File: src/rtl/lsu_pkg.sv
// Shared types and helpers for the memory-stage load/store unit.
// Holds the FSM state encoding, access-size codes and the byte-lane / store-data lane helpers.
// Used by lsu_mem_stage (bus side) and lsu_load_align (load extraction).
package lsu_pkg;

  typedef enum logic [1:0] {
    ST_IDLE = 2'd0,
    ST_REQ  = 2'd1,
    ST_WAIT = 2'd2,
    ST_DONE = 2'd3
  } lsu_state_t;

  // Access size, taken from funct3[1:0]; 2'b11 is treated as a word.
  localparam logic [1:0] LS_BYTE = 2'b00;
  localparam logic [1:0] LS_HALF = 2'b01;
  localparam logic [1:0] LS_WORD = 2'b10;

  // Byte enables for a word-aligned 32-bit bus, lanes picked by the low address bits.
  function automatic logic [3:0] be_gen(input logic [1:0] size, input logic [1:0] addr_lo);
    logic [3:0] be;
    case (size)
      LS_BYTE: be = 4'b0001 << addr_lo;
      LS_HALF: be = 4'b0011 << {addr_lo[1], 1'b0};
      default: be = 4'hF;
    endcase
    return be;
  endfunction

  // Replicate the LSB-aligned store data across every lane so the enabled lane(s) see it.
  function automatic logic [31:0] wdata_rep(input logic [1:0] size, input logic [31:0] wdata);
    logic [31:0] rep;
    case (size)
      LS_BYTE: rep = {4{wdata[7:0]}};
      LS_HALF: rep = {2{wdata[15:0]}};
      default: rep = wdata;
    endcase
    return rep;
  endfunction

endpackage

File: src/rtl/lsu_load_align.sv
// Load data aligner: selects byte/half/word lanes of the bus read word and sign/zero extends.
// Latency: purely combinational, zero cycles.
// Backpressure: none; the caller decides when the result is captured.
module lsu_load_align
  import lsu_pkg::*;
#(
  parameter int XLEN = 32
) (
  input  logic [XLEN-1:0] i_rdata,
  input  logic [1:0]      i_addr_lo,
  input  logic [2:0]      i_funct3,
  output logic [XLEN-1:0] o_data
);

  logic [7:0]  w_byte;
  logic [15:0] w_half;
  logic        w_sign;

  // Lane select by address, then extend; funct3[2] chooses zero extension.
  always_comb begin
    w_byte = i_rdata[{i_addr_lo, 3'b000} +: 8];
    w_half = i_rdata[{i_addr_lo[1], 4'b0000} +: 16];
    w_sign = 1'b0;
    o_data = i_rdata;
    case (i_funct3[1:0])
      LS_BYTE: begin
        w_sign = w_byte[7] & ~i_funct3[2];
        o_data = {{(XLEN-8){w_sign}}, w_byte};
      end
      LS_HALF: begin
        w_sign = w_half[15] & ~i_funct3[2];
        o_data = {{(XLEN-16){w_sign}}, w_half};
      end
      default: o_data = i_rdata;
    endcase
  end

endmodule

File: src/rtl/lsu_mem_stage.sv
// Memory-stage load/store responder: turns M-stage controls into a req/gnt data-bus access.
// Latency: store >= 2 stall cycles, load >= 3; each grant/rvalid delay cycle adds one stall.
// Backpressure: stall_MW holds M/W while the access is in flight; bus_req held until bus_gnt.
// Optional LSU_MISALIGN_TRAP_EN: misaligned half/word accesses are not issued and flag misalign.
module lsu_mem_stage
  import lsu_pkg::*;
#(
  parameter int XLEN = 32
) (
  input  logic            clk,
  input  logic            reset,
  input  logic            cs_M,
  input  logic            rd_en_M,
  input  logic            mem_write_M,
  input  logic [XLEN-1:0] addr_M,
  input  logic [XLEN-1:0] wdata_M,
  input  logic [2:0]      funct3_M,
  output logic            stall_MW,
  output logic [XLEN-1:0] rdata_W,
  output logic            rdata_valid,
  output logic            bus_req,
  output logic            bus_we,
  output logic [XLEN-1:0] bus_addr,
  output logic [XLEN-1:0] bus_wdata,
  output logic [3:0]      bus_be,
  input  logic            bus_gnt,
  input  logic            bus_rvalid,
  input  logic [XLEN-1:0] bus_rdata
`ifdef LSU_MISALIGN_TRAP_EN
  ,
  output logic            misalign
`endif
);

  lsu_state_t      r_state;
  logic            r_bus_req;
  logic            r_bus_we;
  logic [XLEN-1:0] r_bus_addr;
  logic [XLEN-1:0] r_bus_wdata;
  logic [3:0]      r_bus_be;
  logic [2:0]      r_funct3;
  logic [1:0]      r_addr_lo;
  logic [XLEN-1:0] r_rdata;
  logic            r_rdata_valid;
  logic            w_access;
  logic [XLEN-1:0] w_load_ext;

  // A write wins over a simultaneous read request.
  assign w_access = ~cs_M & (rd_en_M | mem_write_M);

`ifdef LSU_MISALIGN_TRAP_EN
  logic r_misalign;
  logic w_misalign;

  // Half needs addr[0]=0, word needs addr[1:0]=0; bytes are always aligned.
  always_comb begin
    w_misalign = 1'b0;
    case (funct3_M[1:0])
      LS_BYTE: w_misalign = 1'b0;
      LS_HALF: w_misalign = addr_M[0];
      default: w_misalign = |addr_M[1:0];
    endcase
  end

  assign misalign = r_misalign;
`endif

  lsu_load_align #(.XLEN(XLEN)) u_align (
    .i_rdata   (bus_rdata),
    .i_addr_lo (r_addr_lo),
    .i_funct3  (r_funct3),
    .o_data    (w_load_ext)
  );

  // Stall is combinational so the pipeline freezes in the very cycle the access appears.
  always_comb begin
    stall_MW = 1'b0;
    case (r_state)
      ST_IDLE: stall_MW = w_access;
      ST_REQ:  stall_MW = 1'b1;
      ST_WAIT: stall_MW = 1'b1;
      ST_DONE: stall_MW = 1'b0;
      default: stall_MW = 1'b0;
    endcase
  end

  // Access FSM with registered bus fields; DONE always returns to IDLE so no access launches from it.
  always_ff @(posedge clk) begin
    if (reset) begin
      r_state       <= ST_IDLE;
      r_bus_req     <= 1'b0;
      r_bus_we      <= 1'b0;
      r_bus_addr    <= '0;
      r_bus_wdata   <= '0;
      r_bus_be      <= 4'h0;
      r_funct3      <= 3'b000;
      r_addr_lo     <= 2'b00;
      r_rdata       <= '0;
      r_rdata_valid <= 1'b0;
`ifdef LSU_MISALIGN_TRAP_EN
      r_misalign    <= 1'b0;
`endif
    end else begin
      r_rdata_valid <= 1'b0;
`ifdef LSU_MISALIGN_TRAP_EN
      r_misalign    <= 1'b0;
`endif
      case (r_state)
        ST_IDLE: begin
          if (w_access) begin
`ifdef LSU_MISALIGN_TRAP_EN
            if (w_misalign) begin
              r_misalign <= 1'b1;
              r_state    <= ST_DONE;
            end else
`endif
            begin
              r_bus_req   <= 1'b1;
              r_bus_we    <= mem_write_M;
              r_bus_addr  <= {addr_M[XLEN-1:2], 2'b00};
              r_bus_wdata <= wdata_rep(funct3_M[1:0], wdata_M);
              r_bus_be    <= be_gen(funct3_M[1:0], addr_M[1:0]);
              r_funct3    <= funct3_M;
              r_addr_lo   <= addr_M[1:0];
              r_state     <= ST_REQ;
            end
          end
        end
        ST_REQ: begin
          if (bus_gnt) begin
            r_bus_req <= 1'b0;
            r_state   <= r_bus_we ? ST_DONE : ST_WAIT;
          end
        end
        ST_WAIT: begin
          if (bus_rvalid) begin
            r_rdata       <= w_load_ext;
            r_rdata_valid <= 1'b1;
            r_state       <= ST_DONE;
          end
        end
        ST_DONE: r_state <= ST_IDLE;
        default: r_state <= ST_IDLE;
      endcase
    end
  end

  assign bus_req     = r_bus_req;
  assign bus_we      = r_bus_we;
  assign bus_addr    = r_bus_addr;
  assign bus_wdata   = r_bus_wdata;
  assign bus_be      = r_bus_be;
  assign rdata_W     = r_rdata;
  assign rdata_valid = r_rdata_valid;

endmodule

File: config.mk
export PLATFORM = sky130hd
export DESIGN_NAME = lsu_mem_stage
export DESIGN_NICKNAME = d
export VERILOG_FILES = /design/src/rtl/lsu_pkg.sv /design/src/rtl/lsu_load_align.sv /design/src/rtl/lsu_mem_stage.sv
export SDC_FILE = /design/constraint.sdc
export NUM_CORES = 1
export LEC_CHECK = 0
export CAP_MARGIN = 20
export CORE_UTILIZATION = 38
export CTS_CLUSTER_DIAMETER = 80
export DETAILED_ROUTE_END_ITERATION = 8
export HOLD_SLACK_MARGIN = 0.03
export PLACE_DENSITY = 0.76
export SYNTH_ARGS = -nofsm -noshare
export SYNTH_HDL_FRONTEND = slang
export SYNTH_SLANG_ARGS = --single-unit
File: constraint.sdc
create_clock -name clk -period 1.5 [get_ports clk]
set_input_delay 0.3 -clock clk [delete_from_list [all_inputs] [get_ports clk]]
set_output_delay 0.3 -clock clk [all_outputs]
set_load 0.02 [all_outputs]
==> metrics.csv, run 1 <==
metric;value;unit
status;complete, but fails checks;
violations;setup timing;
period_needed;1.69;ns
rr_startpoint;r_state[1];
cp_slowest_stage_delay;0.35;ns
startpoint;r_state[1];
crit_required;1.20;ns
rows;40;
reg2reg_setup_slack;-0.03;ns
io_buffers;207;
ir_drop;973;uV
finClkSkew;0.00506;ns
pin_count;210;
finalCritPeriodShare;113;%
synth_xor_area_share;0;%
drt_iter0_markers;414;
overflow;0;
track_usage;23.9;%
path_cells;inv_4 > ha_4 > mux2_4 > buf_6;
design_area;0.00809;mm2
start_util;39.7;%
yosys-top-cells-area;dfxtp_1, nand2_1, a211oi_1;
synth_mux_area_share;9.90;%
viasPerCell;5.19;
slew_viol_final;0;
place_congestion;0.872;
ys_warn_count;0;
cts_buffer_depth;2;
dieArea;0.0132;mm2
drc;0;
async_flop_share;0;%
yosysMostFrequentCell;nand2_1;
hold_class;input port to flip-flop;
cts.sinks;108;
path_max_fanout;3;
synth-seq-area-share;44.5;%
pwr_density_cell;1430;mW/mm2
post_dp_cell_area;0.00740;mm2
synth_compound_area_share;20.9;%
rsz0062_at_grt;yes;
cp.depth;4;
synth_commonest_cells;nand2_1, dfxtp_1, nor2_1;
numCtsBuffers;9;
whs;0.245;ns
maxCapViolCount;0;
placed_cells;963;
syn_area;0.00485;mm2
worst_path_max_delay_cell;dfxtp_2;
yosysTopAreaCell;dfxtp_1;
r2r_end;r_state[0];
crit_arrival;1.39;ns
grt_first_pass_wirelength;24700;um
path_class;flip-flop to primary output;
hp-start;mem_write_M;
num_vias;5166;
final_antenna_net_count;0;
die_w;115;um
area_growth;66.7;%
synthSimpleGateAreaFrac;18.1;%
grt_max_degree;69;
hpwl;11600;um
synth_flop_cell;dfxtp_1;
wirelength;16300;um
die_y;115;um
first_pass_iters;4;
finalHoldViolCount;0;
cp-endpoint;stall_MW;
final-instance-count-excl-fill;996;
layout.nets;933;
synth_edf_count;0;
fmax;591;MHz
wl_per_cell;16.4;um
yosysTopAreaCellShare;44.5;%
antenna_found_initial;0;
synth_top_family_by_area;compound AO/OA/AOI/OAI gates;
crit_buf_inv;2;
ys_types;36;
drive_gt1_share;18.8;%
reg2regPathDepth;8;
htree_num_levels;3;
p_leak;3.48;nW
setup_viol_count_final;3;
cts_root_buffer;clkbuf_16;
worstSetupEndpointType;primary output;
finalWorstSetupSlack;-0.192;ns
clk_pin_slew;0.07;ns
cpLargestDelayFamily;flip-flops;
cp-start-kind;flip-flop;
antenna_cells;0;
grt_pass1_vias;5059;
core;0.0122;mm2
synth_fa_ha_area_share;1.03;%
synthCells;579;
cts_tree;done;
ys_ff_latch;108;
worstSkewPairLatency;0.35;ns
syn_avg_cell_area;8.38;um2
## layout make-up
| class | count | area (um2) |
|---|---|---|
| Clock buffer | 10 | 239 |
| Clock inverter | 6 | 68.8 |
| Fill cell | 1029 | 4120 |
| Inverter | 8 | 35.0 |
| Multi-Input combinational cell | 417 | 2670 |
| Sequential cell | 108 | 2170 |
| Tap cell | 168 | 210 |
| Timing Repair Buffer | 279 | 2690 |
## sequential cells by signal, summed over array words and instances (netlist names)
signal / cells
r_state: 2
bus_we: 1
r_funct3: 3
rdata_valid: 1
bus_req: 1
r_addr_lo: 2
rdata_W: 32
bus_wdata: 32
bus_addr: 30
bus_be: 4
## where the power goes
group          internal (W)  switching (W)  total [W]  leakage (nW)
Clock               0.00135        0.00111    0.00247         0.149
Combinational       0.00248        0.00280    0.00527          2.44
Sequential          0.00347       0.000343    0.00382         0.885
## kinds of logic after synthesis
logic type | Yosys count
other cells | 1
buf+inv | 56
mux | 45
compound gates | 151
fa+ha+maj | 4
flops | 108
simple gates | 214
## through the flow
step / total power [W] / setup WS (ns) / util (%) / TNS (ns)
2_1_floorplan: 0.00639 / 0.0396 / - / 0
3_3_place_gp: 0.00853 / -0.532 / 60.6 / -30.38
3_5_place_dp: 0.00867 / -0.534 / 60.6 / -34.90
4_1_cts: 0.0111 / -0.196 / 63.5 / -0.230
5_1_grt: 0.0122 / -0.224 / 66.3 / -0.610
6_report: 0.0116 / -0.192 / 66.3 / -0.229
## routing by layer
layer | vias up | GRT usage [%] | wire length (um)
met1 | 2421 | 28.5 | 6820
met5 | - | 0 | 0
met4 | 0 | 10.8 | 475
met3 | 28 | 4.64 | 1150
li1 | 2493 | - | -
met2 | 224 | 41.5 | 7870
## cells in the final DEF, fill, tap and decap left out, drive strengths merged, types with 2 or more instances in the layout
| cell | synthesis | routed |
|---|---|---|
| nand2 | 137 | 137 |
| dfxtp | 108 | 108 |
| clkdlybuf4s50 | 0 | 102 |
| dlygate4sd2 | 0 | 101 |
| buf | 24 | 72 |
| nor2 | 58 | 58 |
| a21oi | 49 | 49 |
| a211oi | 44 | 44 |
| mux2i | 30 | 30 |
| o21ai | 28 | 28 |
| mux2 | 15 | 15 |
| clkbuf | 24 | 12 |
| a311oi | 10 | 10 |
| inv | 8 | 10 |
| a221oi | 9 | 9 |
| a22o | 8 | 8 |
| nand3b | 7 | 7 |
| nand2b | 4 | 4 |
| ha | 4 | 4 |
| and2 | 2 | 3 |
| conb | 1 | 2 |
| dlymetal6s2s | 0 | 2 |
| nor3b | 2 | 2 |
| clkinv | 0 | 2 |
## worst reg2reg max path, stage by stage, from the launching register on
cell and delay (ns):
dfxtp_2 0.35, inv_4 0.05, buf_4 0.12, buf_4 0.12, ha_2 0.17, inv_2 0.07
o221a_4 0.20, o21ai_1 0.07, a221oi_1 0.28
## worst min-delay path by stage
stage,to,cells after the start
global placement,bus_addr[25],2
CTS,rdata_valid,3
global route,bus_we,3
finish,bus_we,3
detailed placement,bus_addr[13],2
floorplan,r_addr_lo[1],2
## timing repair
action / 4_1_cts / 5_1_grt
hold buffers: 0 / 0
resized for setup: 130 / 52
pin swaps: 5 / 14
endpoints found under the hold margin: 0 / 0
buffers inserted: 5 / 8
setup endpoints to repair: 164 / 84
gates cloned: 1 / 4
Power figures use the tool's default switching activity.
==> run 2: changes to the inputs <==
Settings changed: CORE_MARGIN set to 4.
==> metrics.csv, run 2 (synthesis results as in run 1) <==
metric;value;unit;change
status;complete, but fails checks;;
violations;setup timing;;
rows;41;;+2.5%
cts.sinks;108;;unchanged
fin_tns_setup;-2.14;ns;-1.92 ns
finClkSkew;0.00597;ns;+0.000914 ns
hold_class;input port to flip-flop;;
setup_viol_count_final;33;;+30
hp-start;mem_write_M;;
cts_root_buffer;clkbuf_16;;
p_seq_share;32.2;%;-0.8 points
finalHoldViolCount;0;;unchanged
overflow;0;;unchanged
grt_max_degree;37;;-46%
design_area;0.00844;mm2;+4.3%
wl_per_cell;17.9;um;+9.4%
worstSkewPairLatency;0.34;ns;about the same
hpwl;12200;um;+5.1%
die_w;121;um;+5.2%
final_antenna_net_count;0;;unchanged
finalCritPeriodShare;112;%;-0.64 points
pin_count;210;;unchanged
period_needed;1.68;ns;-0.00953 ns
wirelength;18100;um;+11%
path_cells;inv_4 > buf_4 > buf_6 > ha_4 > and2_4 > buf_12 > clkbuf_16 > o21ai_2 > a211oi_2;;
antenna_found_initial;0;;unchanged
maxCapViolCount;0;;unchanged
htree_num_levels;3;;unchanged
drt_iter0_markers;326;;-21%
slew_viol_final;0;;unchanged
num_vias;5384;;+4.2%
core;0.0126;mm2;+2.9%
worst_path_max_delay_cell;dfxtp_2;;
crit_arrival;1.93;ns;+0.54 ns
r2r_end;rdata_W[13];;
die_y;121;um;+5.2%
drive_gt1_share;23.5;%;+4.7 points
track_usage;21.5;%;-2.3 points
grt_pass1_vias;5230;;+3.4%
cts_buffer_depth;2;;unchanged
mostFrequentLayoutCell;nand2_1;;
whs;0.280;ns;+0.0345 ns
min_to;bus_we;;
post_dp_cell_area;0.00748;mm2;+1.0%
dieArea;0.0146;mm2;+11%
p_leak;3.63;nW;+4.4%
cts_tree;done;;
crit_required;1.75;ns;+0.55 ns
reg2reg_setup_slack;-0.18;ns;-0.15 ns
cp_slowest_stage_delay;0.34;ns;about the same
ff_latch_area;0.00217;mm2;unchanged
path_class;flip-flop to flip-flop;;
cp-start-kind;flip-flop;;
path_max_fanout;7;;+4
cpLargestDelayFamily;buffers and inverters;;
crit_buf_inv;5;;+3
ir_drop;678;uV;-30%
cts_hold_buffers;0;;unchanged
rr_startpoint;r_state[0];;
viasPerCell;5.33;;+2.7%
switchingPower;0.00445;W;+4.7%
final_cell_mix;nand2_1, dfxtp_1, clkdlybuf4s50_1, dlygate4sd2_1;;
p_int;0.00751;W;+2.8%
drc;0;;unchanged
start_util;38.6;%;-1.1 points
p_clk_share;19.2;%;-2.1 points
combinationalPowerShare;48.7;%;+3.1 points
first_pass_iters;4;;unchanged
switching_share;37.2;%;+0.43 points
reg2regPathDepth;9;;+1
fmax;594;MHz;+0.57%
clk_pin_slew;0.07;ns;about the same
place_congestion;0.891;;+2.2%
layout.nets;944;;+1.2%
numCtsBuffers;9;;unchanged
worstSetupEndpointType;flip-flop;;
min_delay_path_depth;3;;unchanged
rsz0062_at_grt;yes;;
grt_first_pass_wirelength;25300;um;+2.5%
area_growth;73.9;%;
fin_util;67.2;%;+0.91 points
nFillCells;986;;-4.2%
finalWorstSetupSlack;-0.182;ns;+0.00953 ns
pwr_density_cell;1420;mW/mm2;-0.84%
io_buffers;207;;unchanged
multi_input_area;0.00282;mm2;+5.6%
-- run 2: changes by cell type in the layout (fill, tap and decap cells not counted), moves of 4 or more --
cell	before	now
clkbuf_16	11	15
nor2_1	57	45
buf_12	9	13
buf_6	11	15
nor2_2	1	10
o21ai_2	0	4
a211oi_2	11	26
a211oi_1	32	18
-- run 2: power groups by stage --
stage | Combinational (W) | Clock, W | Sequential, W
detailed placement | 0.00495 | 0 | 0.00387
floorplan | 0.00189 | 0 | 0.00450
finish | 0.00582 | 0.00229 | 0.00385
global route | 0.00619 | 0.00246 | 0.00392
CTS | 0.00491 | 0.00233 | 0.00381
global placement | 0.00483 | 0 | 0.00383
-- run 2: worst max-delay path by stage --
stage,startpoint,to,slack (ns),depth (start not counted)
after floorplan,r_funct3[0],rdata_W[4],0.04,5
after global placement,mem_write_M,stall_MW,-0.53,4
after detailed placement,mem_write_M,stall_MW,-0.56,4
after CTS,r_state[1],stall_MW,-0.19,4
after global routing,r_state[0],rdata_W[13],-0.23,9
final,r_state[0],rdata_W[13],-0.18,9
-- run 2: per-stage QoR --
stage	total power [W]	setup slack, ns	std cells
3_3_place_gp	0.00866	-0.529	970
2_1_floorplan	0.00639	0.0396	580
6_report	0.0120	-0.182	1011
5_1_grt	0.0126	-0.229	1010
3_5_place_dp	0.00881	-0.559	970
4_1_cts	0.0111	-0.194	989
-- run 2: final cells by class --
type / count / area share (%)
timing repair buffer: 289 / 34.4
multi-input combinational: 418 / 33.5
sequential: 108 / 25.7
clock buffer: 12 / 3.16
tap: 172 / 2.55
inverter: 8 / 0.415
clock inverter: 3 / 0.252
antenna: 1 / 0.0296
-- run 2: per-layer routing --
| metal | share of wire (%) | track usage [%] |
|---|---|---|
| met1 | 40 | 24.7 |
| met2 | 50 | 36.6 |
| met5 | 0 | 0 |
| met3 | 7.1 | 5.22 |
| met4 | 3.2 | 12.0 |
-- run 2: tightest hold or removal path: cells and delay by family --
family | cells | cell delay, ns
AOI/OAI and AO/OA | 1 | 0.05
buffers and inverters | 1 | 0.15
and+or+nand+nor | 1 | 0.08
-- run 2: repair_timing --
| action | CTS | global route |
|---|---|---|
| endpoints found under the setup margin | 151 | 102 |
| pin swaps | 9 | 32 |
| buffers inserted | 3 | 11 |
| gates cloned | 1 | 10 |
| resized for setup | 136 | 83 |
| endpoints found under the hold margin | 0 | 0 |
